File: src/rtl/regfile_write_bank.sv
// Write side of the integer register file: one-hot write decode, a one-entry
// pending stage exposed for forwarding, and the flop-based storage array.
module regfile_write_bank #(
    parameter int DATA_W = 32,
    parameter int NREG   = 32,
    parameter int ADDR_W = 5,
    parameter int CNT_W  = 16
) (
    input  logic                   i_clk,
    input  logic                   i_reset,
    input  logic                   i_rd_wren,
    input  logic [ADDR_W-1:0]      i_rd_addr,
    input  logic [DATA_W-1:0]      i_rd_data,
    output logic [NREG-1:0]        o_wr_onehot,
    output logic                   o_pend_valid,
    output logic [ADDR_W-1:0]      o_pend_addr,
    output logic [DATA_W-1:0]      o_pend_data,
    output logic                   o_wr_commit,
    output logic [NREG*DATA_W-1:0] o_regs,
    output logic [CNT_W-1:0]       o_commit_cnt
);

    logic                   acc_s;
    logic [NREG-1:0]        onehot_s;
    logic [NREG-1:0]        commit_sel_s;
    logic                   pend_valid_q;
    logic [ADDR_W-1:0]      pend_addr_q;
    logic [DATA_W-1:0]      pend_data_q;
    logic [ADDR_W-1:0]      pend_addr_d;
    logic [DATA_W-1:0]      pend_data_d;
    logic                   wr_commit_q;
    logic [CNT_W-1:0]       commit_cnt_q;
    logic [CNT_W-1:0]       commit_cnt_d;

    // Request acceptance; x0 writes are dropped here so they never reach pending
    always_comb begin
        acc_s = 1'b0;
        if (i_rd_wren && (i_rd_addr != {ADDR_W{1'b0}})) begin
            acc_s = 1'b1;
        end else begin
            acc_s = 1'b0;
        end
    end

    // One-hot decode of the accepted request, forced quiet while reset is held
    always_comb begin
        onehot_s = {NREG{1'b0}};
        if (acc_s && i_reset) begin
            onehot_s[i_rd_addr] = 1'b1;
        end else begin
            onehot_s = {NREG{1'b0}};
        end
    end

    // Next pending payload: capture on accept, otherwise hold
    always_comb begin
        pend_addr_d = pend_addr_q;
        pend_data_d = pend_data_q;
        if (acc_s) begin
            pend_addr_d = i_rd_addr;
            pend_data_d = i_rd_data;
        end else begin
            pend_addr_d = pend_addr_q;
            pend_data_d = pend_data_q;
        end
    end

    // Saturating commit counter next state
    always_comb begin
        commit_cnt_d = commit_cnt_q;
        if (pend_valid_q && (commit_cnt_q != {CNT_W{1'b1}})) begin
            commit_cnt_d = commit_cnt_q + {{(CNT_W-1){1'b0}}, 1'b1};
        end else begin
            commit_cnt_d = commit_cnt_q;
        end
    end

    // Commit select: decode of the pending entry, bit 0 never set
    always_comb begin
        commit_sel_s = {NREG{1'b0}};
        if (pend_valid_q) begin
            commit_sel_s[pend_addr_q] = 1'b1;
            commit_sel_s[0]           = 1'b0;
        end else begin
            commit_sel_s = {NREG{1'b0}};
        end
    end

    // Pending stage, commit pulse and counter; reset discards any in-flight write
    always_ff @(posedge i_clk or negedge i_reset) begin
        if (!i_reset) begin
            pend_valid_q <= 1'b0;
            pend_addr_q  <= {ADDR_W{1'b0}};
            pend_data_q  <= {DATA_W{1'b0}};
            wr_commit_q  <= 1'b0;
            commit_cnt_q <= {CNT_W{1'b0}};
        end else begin
            pend_valid_q <= acc_s;
            pend_addr_q  <= pend_addr_d;
            pend_data_q  <= pend_data_d;
            wr_commit_q  <= pend_valid_q;
            commit_cnt_q <= commit_cnt_d;
        end
    end

    assign o_regs[DATA_W-1:0] = {DATA_W{1'b0}};

    for (genvar k = 1; k < NREG; k++) begin : g_reg
        logic [DATA_W-1:0] reg_q;
        logic [DATA_W-1:0] reg_d;

        // Register k takes the pending data only when the pending entry targets it
        always_comb begin
            reg_d = reg_q;
            if (commit_sel_s[k]) begin
                reg_d = pend_data_q;
            end else begin
                reg_d = reg_q;
            end
        end

        // Storage flop for register k
        always_ff @(posedge i_clk or negedge i_reset) begin
            if (!i_reset) begin
                reg_q <= {DATA_W{1'b0}};
            end else begin
                reg_q <= reg_d;
            end
        end

        assign o_regs[DATA_W*k +: DATA_W] = reg_q;
    end

    assign o_wr_onehot  = onehot_s;
    assign o_pend_valid = pend_valid_q;
    assign o_pend_addr  = pend_addr_q;
    assign o_pend_data  = pend_data_q;
    assign o_wr_commit  = wr_commit_q;
    assign o_commit_cnt = commit_cnt_q;

endmodule

File: config.mk
export PLATFORM = sky130hd
export DESIGN_NAME = regfile_write_bank
export DESIGN_NICKNAME = d
export VERILOG_FILES = /design/src/rtl/regfile_write_bank.sv
export SDC_FILE = /design/constraint.sdc
export NUM_CORES = 1
export LEC_CHECK = 0
export CAP_MARGIN = 40
export CORE_AREA = 2 2 453 455
export CTS_CLUSTER_SIZE = 25
export DETAILED_ROUTE_END_ITERATION = 10
export DIE_AREA = 0 0 455 457
export PLACE_DENSITY = 0.38
export REMOVE_ABC_BUFFERS = 1
export SLEW_MARGIN = 40
export SYNTH_ARGS = -nofsm -noshare
export SYNTH_HDL_FRONTEND = slang
export SYNTH_SLANG_ARGS = --single-unit
export TNS_END_PERCENT = 100
File: constraint.sdc
create_clock -name i_clk -period 5.6 [get_ports i_clk]
set_clock_uncertainty 0.15 [all_clocks]
set_input_delay 0.56 -clock i_clk [delete_from_list [all_inputs] [get_ports i_clk]]
set_output_delay 0.56 -clock i_clk [all_outputs]
set_load 0.02 [all_outputs]
==> results_dict.tcl, run 1 <==
set metrics [dict create \
    p_comb_frac 0.339 \
    cts_max_level 4 \
    io_buffers 1117 \
    worst_pin_slew_ns 0.848 \
    drt-pass1-iter-count 4 \
    cap_violations 0 \
    grt_usage 0.170 \
    share_seq_of_total_power 0.363 \
    hold_end "o_pend_data[16]" \
    setup_viol 0 \
    synth_cell_types 40 \
    swShare 0.340 \
    cp_data_arrival_time_ns 3.28 \
    syn2layout_area_growth_pct 46.6 \
    r2r-start "o_pend_addr[0]" \
    die_w_microns 455 \
    antenna_found_initial 22 \
    syn_avg_cell_area_sq_um 15.8 \
    grt_max_degree 124 \
    utilization 0.289 \
    grt_pass1_vias 26700 \
    drive_gt1_frac 0.351 \
    nets 3696 \
    outcome "finished clean" \
    viasPerCell 4.00 \
    synth_area_sq_um 40100 \
    drt_wl_total_microns 180000 \
    cp.required_ns 4.89 \
    insertion_delay_ns 0.80 \
    start_util 0.197 \
    routabilityCongestion 0.756 \
    ant_nets 0 \
    peakVddDrop_uv 267 \
    gr-total-overflow 0 \
    crit_slowest_cell "clkdlybuf4s50_1" \
    hp-class "in -> reg" \
    synth_enable_flop_cells 0 \
    rows 166 \
    rsz0062_at_grt "false" \
    cts-root-buf "clkbuf_16" \
    dpl.hpwl_microns 124000 \
    start_kind "input pin" \
    synth_flop_cell "dfrtp_1" \
    synth_seq_cells 1047 \
    hp-start "i_rd_data[16]" \
    ys_async_sr_fraction 1.00 \
    drc 0 \
    fillers 20800 \
    cts_tree "yes" \
    p_leak_uw 0.0260 \
    drv_slew 0 \
    ys_seq_area_frac 0.654 \
    internal_power_uw 19200 \
    fmax_ghz 0.250 \
    relSlewSlack 0.434 \
    pre_cts_ws_ns 1.58 \
    numCtsBuffers 135 \
    switchingPower_uw 9900 \
    worstPathMaxFanout 68 \
    reg2reg_to "g_reg[23].reg_q[9]" \
    fin_ws_ns 1.61 \
    power-per-cell-area_nw_per_um2 496 \
    coreArea_sq_um 203000 \
    clk_pin_slew_worst_paths_ns 0.06 \
    crit_chain "dlygate4sd3_1, buf_8, nand4b_1, buf_4, nor2_1, clkdlybuf4s50_1" \
    yosysWarningCount 0 \
    dr.first_iter.drc_count 1085 \
    fin_crit_ns 3.99 \
    max_stage_delay_ns 0.77 \
    die_y_microns 457 \
    cp_top_family "buffers and inverters" \
    grt_pass1_wl_microns 243000 \
    crit_buf_inv 4 \
    hold_viol 0 \
    worstSetupEndpointType "output port" \
    post_cts_buffers 0 \
    criticalPathCategory "in -> out" \
    wire_per_inst_microns 27.9 \
    fin_crit_sh 0.713 \
    clockPowerShare 0.298 \
    io-pin-count 1151 \
    tns_ns 0 \
    clock-sinks 1047 \
    worst_r2r_path_depth 4 \
    whs_path_depth 3 \
    syn_inst 2530 \
    cts_buffer_depth 3 \
    r2r_slack_ns 2.58 \
    dieArea_sq_um 208000 \
    vias 25800 \
]
cell type report:
type	count	area [sq um]	area share
clock inverters	38	422	0.00717
clock buffers	201	4000	0.0680
repair buffers	1195	12000	0.203
inverters	1	3.75	0.0000639
diodes	11	27.5	0.000468
multi-input cells	1275	12800	0.217
flip-flops and latches	1047	26300	0.447
well taps	2688	3360	0.0572
registers in the layout (all words and copies together), names as in the netlist:
register and count:
o_wr_commit 1, o_commit_cnt 16, o_pend_addr 5, o_pend_valid 1, g.reg_q 992, o_pend_data 32
logic make-up (layout without fill, tap and decap cells):
family                   after synthesis  after routing  synth area share
other                                  1             44         0.0000935
multiplexers                         993            993             0.279
buffers and inverters                240           1435            0.0347
AND/OR/NAND/NOR                      228            228            0.0278
flip-flops                          1047           1047             0.654
XOR/XNOR                              14             14           0.00306
adder cells (fa/ha/maj)                1              1          0.000312
AO/OA/AOI/OAI                          6              6           0.00144
worst max path at each step:
stage	slack, ns	cells after the start	endpoint	start
2_1_floorplan	2.29	5	o_wr_onehot[16]	i_rd_addr[4]
3_3_place_gp	1.62	7	o_wr_onehot[8]	i_rd_addr[3]
3_5_place_dp	1.58	4	o_wr_onehot[9]	i_rd_addr[3]
4_1_cts	1.46	6	o_wr_onehot[9]	i_reset
5_1_grt	1.40	6	o_wr_onehot[9]	i_reset
6_report	1.61	6	o_wr_onehot[9]	i_reset
power groups by stage:
stage	clock network, uW	logic, uW	registers [uW]
finish	8680	9870	10600
global route	9330	10300	10900
CTS	9040	10100	10600
detailed placement	0	10000	10700
floorplan	0	1760	13000
global placement	0	10000	10600
worst reg2reg max path: stages, from the launching register on:
cell and delay (ns):
dfrtp_1 0.66, nand3_1 0.47, nor2_4 0.45, buf_4 0.60
mux2_2 0.56
layout by cell type, fill, tap and decap left out, types with 4 or more instances in the layout:
master | netlist | layout
nor2_4 | 8 | 16
buf_4 | 70 | 62
clkinv_2 | 0 | 18
clkinv_8 | 0 | 4
dfrtp_2 | 0 | 22
dfrtp_1 | 1047 | 1018
nand4_1 | 10 | 10
clkbuf_8 | 0 | 33
mux2_2 | 954 | 954
conb_1 | 1 | 33
buf_8 | 0 | 4
nand2_1 | 124 | 109
inv_6 | 0 | 6
nor2_1 | 37 | 33
nand3_1 | 10 | 10
nand3b_1 | 7 | 7
clkbuf_1 | 101 | 31
clkbuf_16 | 0 | 137
xnor2_1 | 13 | 13
nand2_2 | 0 | 10
mux2_1 | 38 | 38
clkdlybuf4s50_1 | 0 | 1115
buf_12 | 0 | 7
dfrtp_4 | 0 | 7
diode_2 | 0 | 11
through the flow:
step           hold slack (ns)  cells  area (sq um)  power (uW)
5_1_grt                 0.0615   6451         58800       30500
6_report                 0.135   6456         58800       29100
3_5_place_dp             0.324   6204         54300       20800
3_3_place_gp             0.318   6199         54100       20700
4_1_cts                 0.0279   6444         58700       29700
2_1_floorplan            0.114   2323         38800       14800
cell usage after synthesis (2+ instances only):
cell type | number | area (sq um)
nor2_2 | 7 | 43.8
or3b_2 | 2 | 17.5
nand4b_1 | 2 | 17.5
mux2_1 | 38 | 428
buf_4 | 70 | 526
clkbuf_1 | 101 | 379
nand3b_1 | 7 | 52.6
buf_6 | 23 | 259
xnor2_1 | 13 | 114
nor3b_2 | 3 | 37.5
or2_2 | 2 | 12.5
nor3_1 | 2 | 10.0
a22o_1 | 3 | 26.3
nand4_1 | 10 | 62.6
nor2_4 | 8 | 90.1
nor2_1 | 37 | 139
and3_1 | 3 | 18.8
mux2_2 | 954 | 10700
nand2_1 | 124 | 465
nand3_1 | 10 | 50.1
dfrtp_1 | 1047 | 26200
o21ai_0 | 2 | 10.0
buf_2 | 45 | 225
metal layers:
layer | GRT usage | part of all wire
met5 | 0 | 0.00042
met4 | 0.0557 | 0.031
met3 | 0.0609 | 0.082
met2 | 0.293 | 0.50
met1 | 0.192 | 0.39
what timing repair did:
action / CTS / global route
hold buffers: 1 / 0
resized for setup: 0 / 0
endpoints found under the hold margin: 59 / 0
No activity file was read; power rests on OpenSTA's default activity.
==> run 2: changes to the inputs <==
CORE_AREA = 2 2 454 456   (was 2 2 453 455)
DIE_AREA = 0 0 456 458   (was 0 0 455 457)
clock period = 3.8 ns   (was 5.6 ns; I/O delays follow)
==> run 2 against run 1 <==
Against the previous run:
- via count is 0.74% higher
- first-iteration DRC count up 7.7%
- sequential share of layout area fell by 0.34 points
- total power rose by 48%
- setup slack got worse by 1.2 ns
- critical endpoint is now o_wr_onehot[17]
- largest cell class unchanged
- highest routed layer unchanged
==> results_dict.tcl, run 2 (synthesis results as in run 1) <==
set metrics [dict create \
    outcome "finished clean" \
    grt_pass1_wl_microns 250000 \
    fmax_ghz 0.295 \
    clock-sinks 1047 \
    rsz0062_at_grt "false" \
    antenna_found_initial 14 \
    routabilityCongestion 0.779 \
    cp.required_ns 3.27 \
    die_w_microns 456 \
    p_leak_uw 0.0262 \
    criticalPathCategory "in -> out" \
    startpoint "i_rd_wren" \
    start_kind "input pin" \
    wire_per_inst_microns 28.6 \
    vias 26000 \
    mostFrequentLayoutCell "clkdlybuf4s50_1" \
    dpl.hpwl_microns 130000 \
    setup_viol 0 \
    viasPerCell 4.00 \
    numCtsBuffers 134 \
    cap_violations 0 \
    grt_max_degree 123 \
    die_y_microns 458 \
    coreArea_sq_um 204000 \
    hold_buffers 32 \
    cts_tree "yes" \
    r2r-start "o_pend_addr[2]" \
    dr.first_iter.drc_count 1169 \
    io_buffers 1117 \
    drive_gt1_frac 0.348 \
    start_util 0.197 \
    ant_nets 0 \
    io-pin-count 1151 \
    fin_crit_sh 0.891 \
    gr-total-overflow 0 \
    dieArea_sq_um 209000 \
    nets 3744 \
    cts_max_level 4 \
    worst_pin_slew_ns 0.767 \
    final_cell_mix "1,109 x clkdlybuf4s50_1, 1,019 x dfrtp_1, 954 x mux2_2" \
    cts_buffer_depth 3 \
    drv_slew 0 \
    power-per-cell-area_nw_per_um2 727 \
    tns_ns 0 \
    relSlewSlack 0.489 \
    rows 166 \
    fin_crit_ns 3.38 \
    cts-root-buf "clkbuf_16" \
    peakVddDrop_uv 410 \
    post_cts_buffers 0 \
    fillers 20800 \
    hp-class "in -> async" \
    grt_usage 0.174 \
    hold-worst-slack_ns 0.122 \
    drt_wl_total_microns 186000 \
    cp_data_arrival_time_ns 2.85 \
    clk_pin_slew_worst_paths_ns 0.06 \
    top_register "g.reg_q" \
    hold_viol 0 \
    worstSetupEndpointType "output port" \
    largest_reg_flops 992 \
    drc 0 \
    grt_pass1_vias 27000 \
    worstPathMaxFanout 9 \
    insertion_delay_ns 0.80 \
    syn2layout_area_growth_pct 47.6 \
    cts.repair.resized 0 \
    drt-pass1-iter-count 4 \
]
## run 2: changes by cell type in the layout (fill, tap and decap cells not counted), moves of 7 or more
cell / change
clkinv_2: -7
dfrtp_4: -7
buf_4: +14
clkbuf_8: -9
clkbuf_1: +13
buf_12: +13
dlygate4sd3_1: +31
## run 2: final cells by class
cell class	count	area [sq um]	area share
inverter	1	3.75	0.0000634
tap	2688	3360	0.0568
multi-input combinational	1275	12700	0.215
clock buffer	204	3900	0.0659
antenna	7	17.5	0.000296
timing repair buffer	1244	12500	0.212
clock inverter	30	427	0.00721
sequential	1047	26200	0.443
## run 2: final timing paths
kind,endpoint,slack [ns],cells after the start
min in group i_clk,o_pend_data[24],0.14,3
worst min-delay path,g_reg[11].reg_q[19],0.12,3
worst min register to register,g_reg[31].reg_q[20],0.33,1
max in group asynchronous,g_reg[31].reg_q[31],1.87,5
worst max register to register,g_reg[6].reg_q[18],0.89,4
worst max-delay path,o_wr_onehot[17],0.42,4
## run 2: report_power, final
group	switching (uW)	leakage, uW	internal [uW]
Combinational	7860	0.0104	6870
Sequential	1570	0.0137	14000
Clock	5250	0.00211	7450
Total	14700	0.0262	28300
## run 2: metrics by stage
| stage | instance area (sq um) | setup WS (ns) | utilization | power [uW] | instances |
|---|---|---|---|---|---|
| 5_1_grt | 59200 | 0.377 | 0.290 | 44900 | 6492 |
| 3_3_place_gp | 54400 | 0.356 | 0.267 | 30600 | 6220 |
| 6_report | 59200 | 0.415 | 0.291 | 43000 | 6496 |
| 2_1_floorplan | 38800 | 0.783 | - | 21800 | 2323 |
| 4_1_cts | 59100 | 0.346 | 0.290 | 43800 | 6488 |
| 3_5_place_dp | 54500 | 0.346 | 0.267 | 30700 | 6222 |
## run 2: layer usage
layer,track usage,share of wire,vias up
li1,-,-,11100
met1,0.187,0.37,13800
met3,0.0596,0.072,243
met5,0,0.00018,-
met4,0.0666,0.038,4
met2,0.312,0.52,855
## run 2: worst max-delay path, cell delays in order
cell and delay, ns:
clkdlybuf4s50_1 0.77, nand4b_1 0.55, nor2_1 0.46, clkdlybuf4s50_1 0.68
==> run 3: changes to the inputs <==
CELL_PAD_IN_SITES_DETAIL_PLACEMENT = 0   (was default)
CELL_PAD_IN_SITES_GLOBAL_PLACEMENT = 1   (was default)
CORE_AREA = 2 2 447 449   (was 2 2 454 456)
DIE_AREA = 0 0 449 451   (was 0 0 456 458)
PLACE_DENSITY = 0.45   (was 0.38)
==> run 3 against run 2 <==
Against the previous run:
- maximum frequency grew 0.87%
- utilization grew 0.80 points
- routed wire length shrank 1.9%
==> results_dict.tcl, run 3 (synthesis results as in run 1) <==
set metrics [dict create \
    outcome "finished clean" \
    largest_reg_flops 992 \
    crit_top_cell "clkdlybuf4s50_1" \
    cts.repair.resized 0 \
    ant_nets 0 \
    top_register "g.reg_q" \
    p_leak_uw 0.0262 \
    drt-pass1-iter-count 4 \
    cap_violations 0 \
    fin_crit_ns 3.36 \
    crit_chain "clkdlybuf4s50_1, or3_4, o31ai_4, inv_2, nand3_1, nor2_1, clkdlybuf4s50_1" \
    dr.first_iter.drc_count 1246 \
    grtUsageMet3 0.0565 \
    mostFrequentLayoutCell "clkdlybuf4s50_1" \
    use_met2 0.322 \
    worstPathMaxFanout 9 \
    cp.required_ns 3.27 \
    power-per-cell-area_nw_per_um2 728 \
    grt_pass1_wl_microns 246000 \
    syn2layout_area_growth_pct 47.6 \
    die_w_microns 449 \
    nets 3736 \
    clock-sinks 1047 \
    vias 26000 \
    coreArea_sq_um 198000 \
    cp_data_arrival_time_ns 2.83 \
    cts_tree "yes" \
    setup_viol 0 \
    hp-class "in -> reg" \
    numCtsBuffers 135 \
    multiInputGateArea_sq_um 12700 \
    seq_area_sq_um 26200 \
    drt_wl_total_microns 182000 \
    cts-root-buf "clkbuf_16" \
    grt_use_met1 0.189 \
    whs_path_depth 3 \
    grt_max_degree 130 \
    grt_pass1_vias 27000 \
    die_y_microns 451 \
    fin_ws_ns 0.444 \
    io_buffers 1117 \
    fillers 20200 \
    insertion_delay_ns 0.79 \
    peakVddDrop_uv 361 \
    pre_cts_ws_ns 0.462 \
    relSlewSlack 0.460 \
    drc 0 \
    start_util 0.202 \
    post_cts_buffers 0 \
    fin_crit_sh 0.883 \
    antenna_found_initial 16 \
    worst_r2r_path_depth 4 \
    worstSetupEndpointType "output port" \
    clk_pin_slew_worst_paths_ns 0.06 \
    dpl.cell_count 6179 \
    utilization 0.298 \
    grt_usage 0.176 \
    tns_ns 0 \
    fin_cells 6461 \
    criticalPathCategory "in -> out" \
    rsz0062_at_grt "false" \
    max_stage_delay_ns 0.57 \
    cts_max_level 4 \
    drv_slew 0 \
    wire_per_inst_microns 28.2 \
    busiest_layer "met2" \
    io-pin-count 1151 \
    routabilityCongestion 0.841 \
    fmax_ghz 0.298 \
    cts_buffer_depth 3 \
    dpl.hpwl_microns 125000 \
    hold_viol 0 \
    start_kind "input pin" \
    viasPerCell 4.02 \
    rows 164 \
    worst_pin_slew_ns 0.810 \
    gr-total-overflow 0 \
    drive_gt1_frac 0.349 \
    dieArea_sq_um 202000 \
    final_cell_mix "1,116 x clkdlybuf4s50_1, 1,015 x dfrtp_1, 954 x mux2_2" \
    crit_slowest_cell "clkdlybuf4s50_1" \
]
[run 3: cell types whose count changed in the layout (fill, tap and decap cells not counted), moves of 2 or more]
cell | before | now
clkbuf_1 | 44 | 33
inv_16 | 3 | 1
clkdlybuf4s50_1 | 1109 | 1116
nand2_4 | 3 | 1
clkbuf_8 | 24 | 35
dfrtp_1 | 1019 | 1015
buf_4 | 76 | 59
clkinvlp_4 | 0 | 2
clkinv_8 | 3 | 5
clkinv_2 | 11 | 16
dfrtp_2 | 28 | 32
nand2_2 | 12 | 14
bufinv_16 | 5 | 2
[run 3: area by class of cell]
type	count	area share
well taps	2656	0.0562
repair buffers	1235	0.211
diodes	8	0.000338
clock buffers	204	0.0678
clock inverters	35	0.00639
multi-input cells	1275	0.215
flip-flops and latches	1047	0.443
inverters	1	0.0000634
[run 3: final timing paths]
path / startpoint / end / slack (ns)
worst max-delay path: i_rd_addr[3] / o_wr_onehot[8] / 0.44
worst min-delay path: i_rd_data[20] / o_pend_data[20] / 0.21
worst max register to register: o_pend_addr[2] / g_reg[30].reg_q[18] / 0.85
worst min register to register: g_reg[21].reg_q[7] / g_reg[21].reg_q[7] / 0.33
max in group asynchronous: i_reset / g_reg[18].reg_q[13] / 1.81
min in group asynchronous: i_reset / g_reg[22].reg_q[25] / 0.28
[run 3: timing repair]
| action | CTS | global route |
|---|---|---|
| endpoints found under the setup margin | 0 | 0 |
| hold endpoints to repair | 337 | 0 |
| hold buffers | 33 | 0 |
[run 3: worst max-delay path, delay by kind of cell]
kind / cells / cell delay (ns)
buf+inv: 3 / 1.20
compound gates: 1 / 0.22
simple gates: 3 / 1.02
[run 3: per-layer routing]
layer  routed length [microns]  vias to the layer above
met5                        11                        -
met4                      6400                        2
met3                     12400                      220
met2                     96300                      810
met1                     67000                    13900
li1                          -                    11100
[run 3: metrics by stage]
step           cell area [sq um]  hold WS [ns]  power (uW)
2_1_floorplan              38800       -0.0656       21800
3_3_place_gp               54300         0.107       30600
3_5_place_dp               54400        0.0976       30800
4_1_cts                    59100         0.181       43900
5_1_grt                    59200         0.210       44900
6_report                   59200         0.207       43100
[run 3: power breakdown]
| group | internal (uW) | switching (uW) | leakage, uW |
|---|---|---|---|
| clock | 7450 | 5310 | 0.00216 |
| sequential | 14000 | 1500 | 0.0137 |
| combinational | 6870 | 7950 | 0.0103 |
| total | 28300 | 14800 | 0.0262 |
